[config.mk]
export PLATFORM = sky130hd
export DESIGN_NAME = writeback_unit
export DESIGN_NICKNAME = d
export VERILOG_FILES = /design/src/rtl/writeback_unit_pkg.sv /design/src/rtl/writeback_unit_scoreboard.sv /design/src/rtl/writeback_unit.sv
export SDC_FILE = /design/constraint.sdc
export NUM_CORES = 1
export LEC_CHECK = 0
export ABC_AREA = 0
export CAP_MARGIN = 30
export CORE_MARGIN = 3
export CORE_UTILIZATION = 40
export CTS_CLUSTER_SIZE = 30
export DETAILED_ROUTE_END_ITERATION = 8
export PLACE_DENSITY = 0.75
export REMOVE_ABC_BUFFERS = 1
export SLEW_MARGIN = 20
export SYNTH_ARGS = -nofsm -noshare
export SYNTH_HDL_FRONTEND = slang
export SYNTH_HIERARCHICAL = 1
export SYNTH_SLANG_ARGS = --single-unit
[constraint.sdc]
create_clock -name clk -period 3.5 [get_ports clk]
set_input_delay 0.525 -clock clk [delete_from_list [all_inputs] [get_ports clk]]
set_output_delay 0.525 -clock clk [all_outputs]
set_load 0.02 [all_outputs]
[src/rtl/writeback_unit_pkg.sv]
// Shared definitions for the writeback stage.
//   DATA_W / ADDR_W / NREG : register-file geometry (16 x 18)
//   wb_src_t               : which source owns the register-file write slot this cycle
//   sel_hit()              : qualified register-select compare used by the hazard logic
package writeback_unit_pkg;

    localparam int DATA_W = 18;
    localparam int ADDR_W = 4;
    localparam int NREG   = 1 << ADDR_W;

    typedef enum logic [1:0] {
        WB_NONE = 2'd0,
        WB_MEM  = 2'd1,
        WB_HOLD = 2'd2,
        WB_ALU  = 2'd3
    } wb_src_t;

    function automatic logic sel_hit(input logic             v,
                                     input logic [ADDR_W-1:0] a,
                                     input logic [ADDR_W-1:0] b);
        return v && (a == b);
    endfunction

endpackage

[src/rtl/writeback_unit_scoreboard.sv]
// wb_scoreboard: one pending bit per register, tracking loads that have been
// issued but whose data has not yet returned.
//   clk, rst            : clock, asynchronous active-high reset (clears all bits)
//   set_en / set_idx    : mark a register pending (load issued)
//   clr_en / clr_idx    : clear a register's pending bit (load returned)
//   look_*_idx/_pend    : three combinational lookups (ALU dest, load-issue dest, mem dest)
//   pending             : full pending vector, for the read-select hazard checks
module wb_scoreboard
    import writeback_unit_pkg::*;
(
    input  logic              clk,
    input  logic              rst,
    input  logic              set_en,
    input  logic [ADDR_W-1:0] set_idx,
    input  logic              clr_en,
    input  logic [ADDR_W-1:0] clr_idx,
    input  logic [ADDR_W-1:0] look_a_idx,
    input  logic [ADDR_W-1:0] look_b_idx,
    input  logic [ADDR_W-1:0] look_c_idx,
    output logic              look_a_pend,
    output logic              look_b_pend,
    output logic              look_c_pend,
    output logic [NREG-1:0]   pending
);

    logic [NREG-1:0] pending_nxt;

    // The set is applied after the clear so a same-register set/clear leaves it pending.
    always_comb begin
        pending_nxt = pending;
        if (clr_en) pending_nxt[clr_idx] = 1'b0;
        if (set_en) pending_nxt[set_idx] = 1'b1;
    end

    always_ff @(posedge clk or posedge rst) begin
        if (rst) pending <= '0;
        else     pending <= pending_nxt;
    end

    assign look_a_pend = pending[look_a_idx];
    assign look_b_pend = pending[look_b_idx];
    assign look_c_pend = pending[look_c_idx];

endmodule

[src/rtl/writeback_unit.sv]
// writeback_unit: sole driver of the register-file write port. Merges ALU
// results and memory load returns into one registered write, keeps a per-register
// load scoreboard, and flags read-after-write hazards for the two read selects.
//   clk, rst                          : clock, asynchronous active-high reset
//   alu_valid/alu_dest/alu_result     : ALU result offer; alu_ready accepts it
//   ld_issue/ld_issue_dest            : load issue; ld_issue_ready accepts it
//   mem_valid/mem_dest/mem_data       : load return, always accepted
//   read_sel1/2 -> hazard1/2          : snooped read selects and their hazard flags
//   reg_write_en/write_sel/write_data : registered register-file write port
//   wb_err                            : sticky, load return to a non-pending register
//
// Handshakes: a transfer on alu_* or ld_issue* happens in exactly the cycle where
// valid (alu_valid / ld_issue) and ready (alu_ready / ld_issue_ready) are both
// high at the rising edge; ready is combinational and never depends on valid.
// mem_valid has no ready and is consumed every cycle it is high.
module writeback_unit
    import writeback_unit_pkg::*;
(
    input  logic              clk,
    input  logic              rst,
    input  logic              alu_valid,
    input  logic [ADDR_W-1:0] alu_dest,
    input  logic [DATA_W-1:0] alu_result,
    output logic              alu_ready,
    input  logic              ld_issue,
    input  logic [ADDR_W-1:0] ld_issue_dest,
    output logic              ld_issue_ready,
    input  logic              mem_valid,
    input  logic [ADDR_W-1:0] mem_dest,
    input  logic [DATA_W-1:0] mem_data,
    input  logic [ADDR_W-1:0] read_sel1,
    input  logic [ADDR_W-1:0] read_sel2,
    output logic              hazard1,
    output logic              hazard2,
    output logic              reg_write_en,
    output logic [ADDR_W-1:0] write_sel,
    output logic [DATA_W-1:0] write_data,
    output logic              wb_err
);

    logic              pend_alu;
    logic              pend_ld;
    logic              pend_mem;
    logic [NREG-1:0]   pending;

    logic              hold_valid;
    logic [ADDR_W-1:0] hold_dest;
    logic [DATA_W-1:0] hold_data;

    logic              alu_fire;
    logic              ld_fire;
    logic              mem_ok;
    logic              hold_load;
    logic              hold_drain;

    // Current write-slot owner, kept as a named signal for observation.
    wb_src_t           wb_src;
    logic              nxt_en;
    logic [ADDR_W-1:0] nxt_sel;
    logic [DATA_W-1:0] nxt_data;

    assign mem_ok         = mem_valid & pend_mem;
    assign alu_ready      = ~hold_valid & ~pend_alu;
    assign alu_fire       = alu_valid & alu_ready;
    assign ld_issue_ready = ~pend_ld;
    assign ld_fire        = ld_issue & ld_issue_ready;

    wb_scoreboard u_scoreboard (
        .clk         (clk),
        .rst         (rst),
        .set_en      (ld_fire),
        .set_idx     (ld_issue_dest),
        .clr_en      (mem_ok),
        .clr_idx     (mem_dest),
        .look_a_idx  (alu_dest),
        .look_b_idx  (ld_issue_dest),
        .look_c_idx  (mem_dest),
        .look_a_pend (pend_alu),
        .look_b_pend (pend_ld),
        .look_c_pend (pend_mem),
        .pending     (pending)
    );

    // Any mem_valid owns the write slot, even an erroneous one that writes nothing;
    // the hold buffer therefore only drains in a cycle with no mem_valid at all.
    always_comb begin
        wb_src = WB_NONE;
        if (mem_valid) begin
            wb_src = mem_ok ? WB_MEM : WB_NONE;
        end else if (hold_valid) begin
            wb_src = WB_HOLD;
        end else if (alu_fire) begin
            wb_src = WB_ALU;
        end
    end

    always_comb begin
        nxt_en   = 1'b0;
        nxt_sel  = '0;
        nxt_data = '0;
        case (wb_src)
            WB_MEM: begin
                nxt_en   = 1'b1;
                nxt_sel  = mem_dest;
                nxt_data = mem_data;
            end
            WB_HOLD: begin
                nxt_en   = 1'b1;
                nxt_sel  = hold_dest;
                nxt_data = hold_data;
            end
            WB_ALU: begin
                nxt_en   = 1'b1;
                nxt_sel  = alu_dest;
                nxt_data = alu_result;
            end
            default: begin
                nxt_en   = 1'b0;
                nxt_sel  = '0;
                nxt_data = '0;
            end
        endcase
    end

    // alu_fire implies the hold is empty, so load and drain are mutually exclusive.
    assign hold_load  = alu_fire & mem_valid;
    assign hold_drain = hold_valid & ~mem_valid;

    always_ff @(posedge clk or posedge rst) begin
        if (rst) begin
            hold_valid <= 1'b0;
            hold_dest  <= '0;
            hold_data  <= '0;
        end else if (hold_load) begin
            hold_valid <= 1'b1;
            hold_dest  <= alu_dest;
            hold_data  <= alu_result;
        end else if (hold_drain) begin
            hold_valid <= 1'b0;
        end
    end

    always_ff @(posedge clk or posedge rst) begin
        if (rst) begin
            reg_write_en <= 1'b0;
            write_sel    <= '0;
            write_data   <= '0;
            wb_err       <= 1'b0;
        end else begin
            reg_write_en <= nxt_en;
            write_sel    <= nxt_sel;
            write_data   <= nxt_data;
            wb_err       <= wb_err | (mem_valid & ~pend_mem);
        end
    end

    // The register file commits reg_write_en at the following edge, so a value
    // sitting in the output register is not yet readable.
    assign hazard1 = pending[read_sel1]
                   | sel_hit(hold_valid, hold_dest, read_sel1)
                   | sel_hit(reg_write_en, write_sel, read_sel1);
    assign hazard2 = pending[read_sel2]
                   | sel_hit(hold_valid, hold_dest, read_sel2)
                   | sel_hit(reg_write_en, write_sel, read_sel2);

endmodule
==> summary.txt <==
outcome = completed
top cells by instance count after synthesis = sky130_fd_sc_hd__dfrtp_1 (63), sky130_fd_sc_hd__o21ai_0 (31), sky130_fd_sc_hd__inv_1 (26)
worst min path class = register to register
Highest Clock Rate = 294 MHz
die width = 98.6 µm
proportion of synthesized chip area in sequential cells = 45.9%
kind of end point of the critical path = primary output
count of cell types in the netlist = 32
TritonCTS Sinks = 63
core region area = 8260 µm²
detailed-route DRC error count = 0
final instance count without filler cells = 474
multi-input combinational cell area = 1690 µm²
final cycle utilization of the critical path = 97.3%
total number of nets in the final design = 425
Cell Pwr Density = 723 nW/µm²
overall global routing resource usage = 19.4%
number of levels the H-tree was split into = 3
number of buffer cells added on primary ports = 88
most common cell type on the critical path = sky130_fd_sc_hd__clkdlybuf4s50_1
yosys synthesis warning count = 6
post-route cell area = 4700 µm²
Layout Area Growth over Synthesis = 36.8%
clock tree from TritonCTS = yes
number of placement rows = 33
Final Wtd Congestion = 0.876
number of flops mapped to enable cells by yosys = 0
setup_tns = 0 ns
count of final max-slew check failures = 0
CTS clock-pin slew for the worst setup and hold paths = 0.06 ns
layout cells sized above 1 = 15.7%
total power = 3390 µW
largest net degree at the start of global routing = 31
total wire length after detailed routing = 9200 µm
footprint of the flip-flops and latches = 1580 µm²
number of routed nets with antenna violations = 0
reg2reg setup slack = 0.91 ns
worst setup margin = 0.0940 ns
worst path cell trace = clkdlybuf4s50_1 -> mux4_1 -> mux2_2 -> o32ai_1 -> o41ai_1 -> clkdlybuf4s50_1
post-CTS sizing = 0
iteration count of the initial detailed-routing pass = 6
category of the worst setup path launch point = input pin
Post-Place Cells = 458
CTS Buffer Depth = 2
post-synthesis instance area = 3430 µm²
clock period minus final worst setup slack = 3.41 ns
total via count in the routed design = 2751
RSZ-0062 raised after global routing = false
proportion of netlist area held by the largest area contributor = 45.9%
HPWL after detailed placement = 6790 µm
largest area contributor in the synthesized netlist = sky130_fd_sc_hd__dfrtp_1
slowest stage cell on the critical path = sky130_fd_sc_hd__mux4_1
WL per Instance = 19.4 µm
Vias per Instance = 5.80
synthesized instance count = 268
Filler Cell Count = 710
Async SR Flop Fraction = 100%
arrival time at the worst endpoint = 2.88 ns
most frequently used cell type in the post-synthesis netlist = sky130_fd_sc_hd__dfrtp_1
die area = 9730 µm²
Worst IR Drop VDD = 0.234 mV
post-synthesis register bit count = 63
later-pin clock latency in the skew report = 0.34 ns
post-CTS setup buffers = 0
maximum fanout along the worst path = 4
final count of negative-setup-slack endpoints = 0
initial antenna violation count = 0
top cells by area in the synthesized netlist = sky130_fd_sc_hd__dfrtp_1 (46%), sky130_fd_sc_hd__mux4_1 (15%), sky130_fd_sc_hd__mux2_2 (8.2%)
instance area at placement = 4490 µm²
first-pass GRT wire length = 14900 µm
maximum single-stage delay on the critical path = 0.56 ns
violation count after the first detailed-route iteration = 257
number of inserted diodes = 0
worst path buffer plus inverter count = 2
leakage power = 0.00206 µW
Clock Tree Root = sky130_fd_sc_hd__clkbuf_8
top-level port count = 89
post-synthesis area per instance = 12.8 µm²
number of buffers created by CTS = 9
tightest slew margin relative to the limit = 60.5%
kind of critical path = input pin to primary output
vias in the first global route = 2887
Data required, critical path = 2.97 ns
Placement Setup Slack = 0.0417 ns
final number of hold-violating endpoints = 0
CTS Hold Bufs = 0
final clock skew = 0.0162 ns
transition time at the pin with the least slew margin = 0.592 ns
Die Ht = 98.6 µm
initial standard-cell utilization of the core = 41.6%
Remaining Overflow, GRT = 0
max-capacitance violation count = 0
most common flop cell mapped by yosys = sky130_fd_sc_hd__dfrtp_1
Crit path max-delay family = buffers and inverters
==> flip-flops by register name, indices dropped and copies added, names as in the netlist <==
signal / cells
hold_dest: 4
u_scoreboard/pending: 16
write_sel: 4
hold_data: 18
wb_err: 1
write_data: 18
hold_valid: 1
reg_write_en: 1
==> metal layers <==
metal  vias to the layer above  global-route usage (%)  share of wire, %
met5                         -                       0                 0
met3                        25                    4.32               5.8
met2                       126                    32.6                52
met1                      1362                    24.3                40
li1                       1238                       -                 -
met4                         0                    7.56               2.5
==> cell usage in the layout (no fill, tap or decap), types with 2 or more instances in the layout <==
| cell | n |
|---|---|
| sky130_fd_sc_hd__nand3b_1 | 4 |
| sky130_fd_sc_hd__o21ai_0 | 31 |
| sky130_fd_sc_hd__nor2b_1 | 3 |
| sky130_fd_sc_hd__o41ai_1 | 3 |
| sky130_fd_sc_hd__or2_2 | 2 |
| sky130_fd_sc_hd__nor2_1 | 2 |
| sky130_fd_sc_hd__inv_1 | 25 |
| sky130_fd_sc_hd__clkdlybuf4s50_1 | 87 |
| sky130_fd_sc_hd__mux2i_1 | 9 |
| sky130_fd_sc_hd__nand3_1 | 3 |
| sky130_fd_sc_hd__buf_12 | 2 |
| sky130_fd_sc_hd__o32ai_1 | 2 |
| sky130_fd_sc_hd__xnor2_1 | 2 |
| sky130_fd_sc_hd__a222oi_1 | 22 |
| sky130_fd_sc_hd__nor4_1 | 2 |
| sky130_fd_sc_hd__dfrtp_1 | 63 |
| sky130_fd_sc_hd__mux4_1 | 20 |
| sky130_fd_sc_hd__buf_4 | 9 |
| sky130_fd_sc_hd__clkbuf_8 | 10 |
| sky130_fd_sc_hd__xor2_1 | 12 |
| sky130_fd_sc_hd__mux2_2 | 25 |
| sky130_fd_sc_hd__nand2b_1 | 7 |
| sky130_fd_sc_hd__nand2_1 | 6 |
| sky130_fd_sc_hd__clkinvlp_4 | 2 |
==> per-stage QoR <==
stage | utilization [%] | hold slack [ns]
2_1_floorplan | - | 0.439
3_3_place_gp | 54.1 | 0.440
3_5_place_dp | 54.3 | 0.452
4_1_cts | 56.8 | 0.466
5_1_grt | 56.9 | 0.490
6_report | 56.9 | 0.456
==> cell type report <==
class                   count  share of cell area (%)
well taps                 105                    2.80
clock buffers              10                    2.93
inverters                  26                    2.08
repair buffers             99                    21.1
clock inverters             6                    1.44
multi-input cells         165                    36.1
flip-flops and latches     63                    33.6
==> cells by family after synthesis <==
| group | Yosys count | share of synthesized area, % |
|---|---|---|
| DFF | 63 | 45.9 |
| AOI/OAI and AO/OA | 62 | 13.3 |
| buffers and inverters | 40 | 4.88 |
| muxes | 55 | 26.5 |
| and+or+nand+nor | 34 | 5.83 |
| xor gates and xnor gates | 14 | 3.57 |
==> power breakdown <==
group          switching (µW)  internal (µW)
clock                     289            350
sequential                320           1040
combinational             615            775
==> worst paths after layout <==
check                      cells past startpoint                    start      endpoint
min in group asynchronous                      2                      rst  hold_data[2]
max in group asynchronous                      3                      rst  hold_dest[0]
hold reg to reg                                1                   wb_err        wb_err
hold / removal                                 1                   wb_err        wb_err
setup / recovery                               6             read_sel1[1]       hazard1
setup reg to reg                               7  u_scoreboard/pending[9]  hold_data[5]
(Power assumes the default switching activity.)
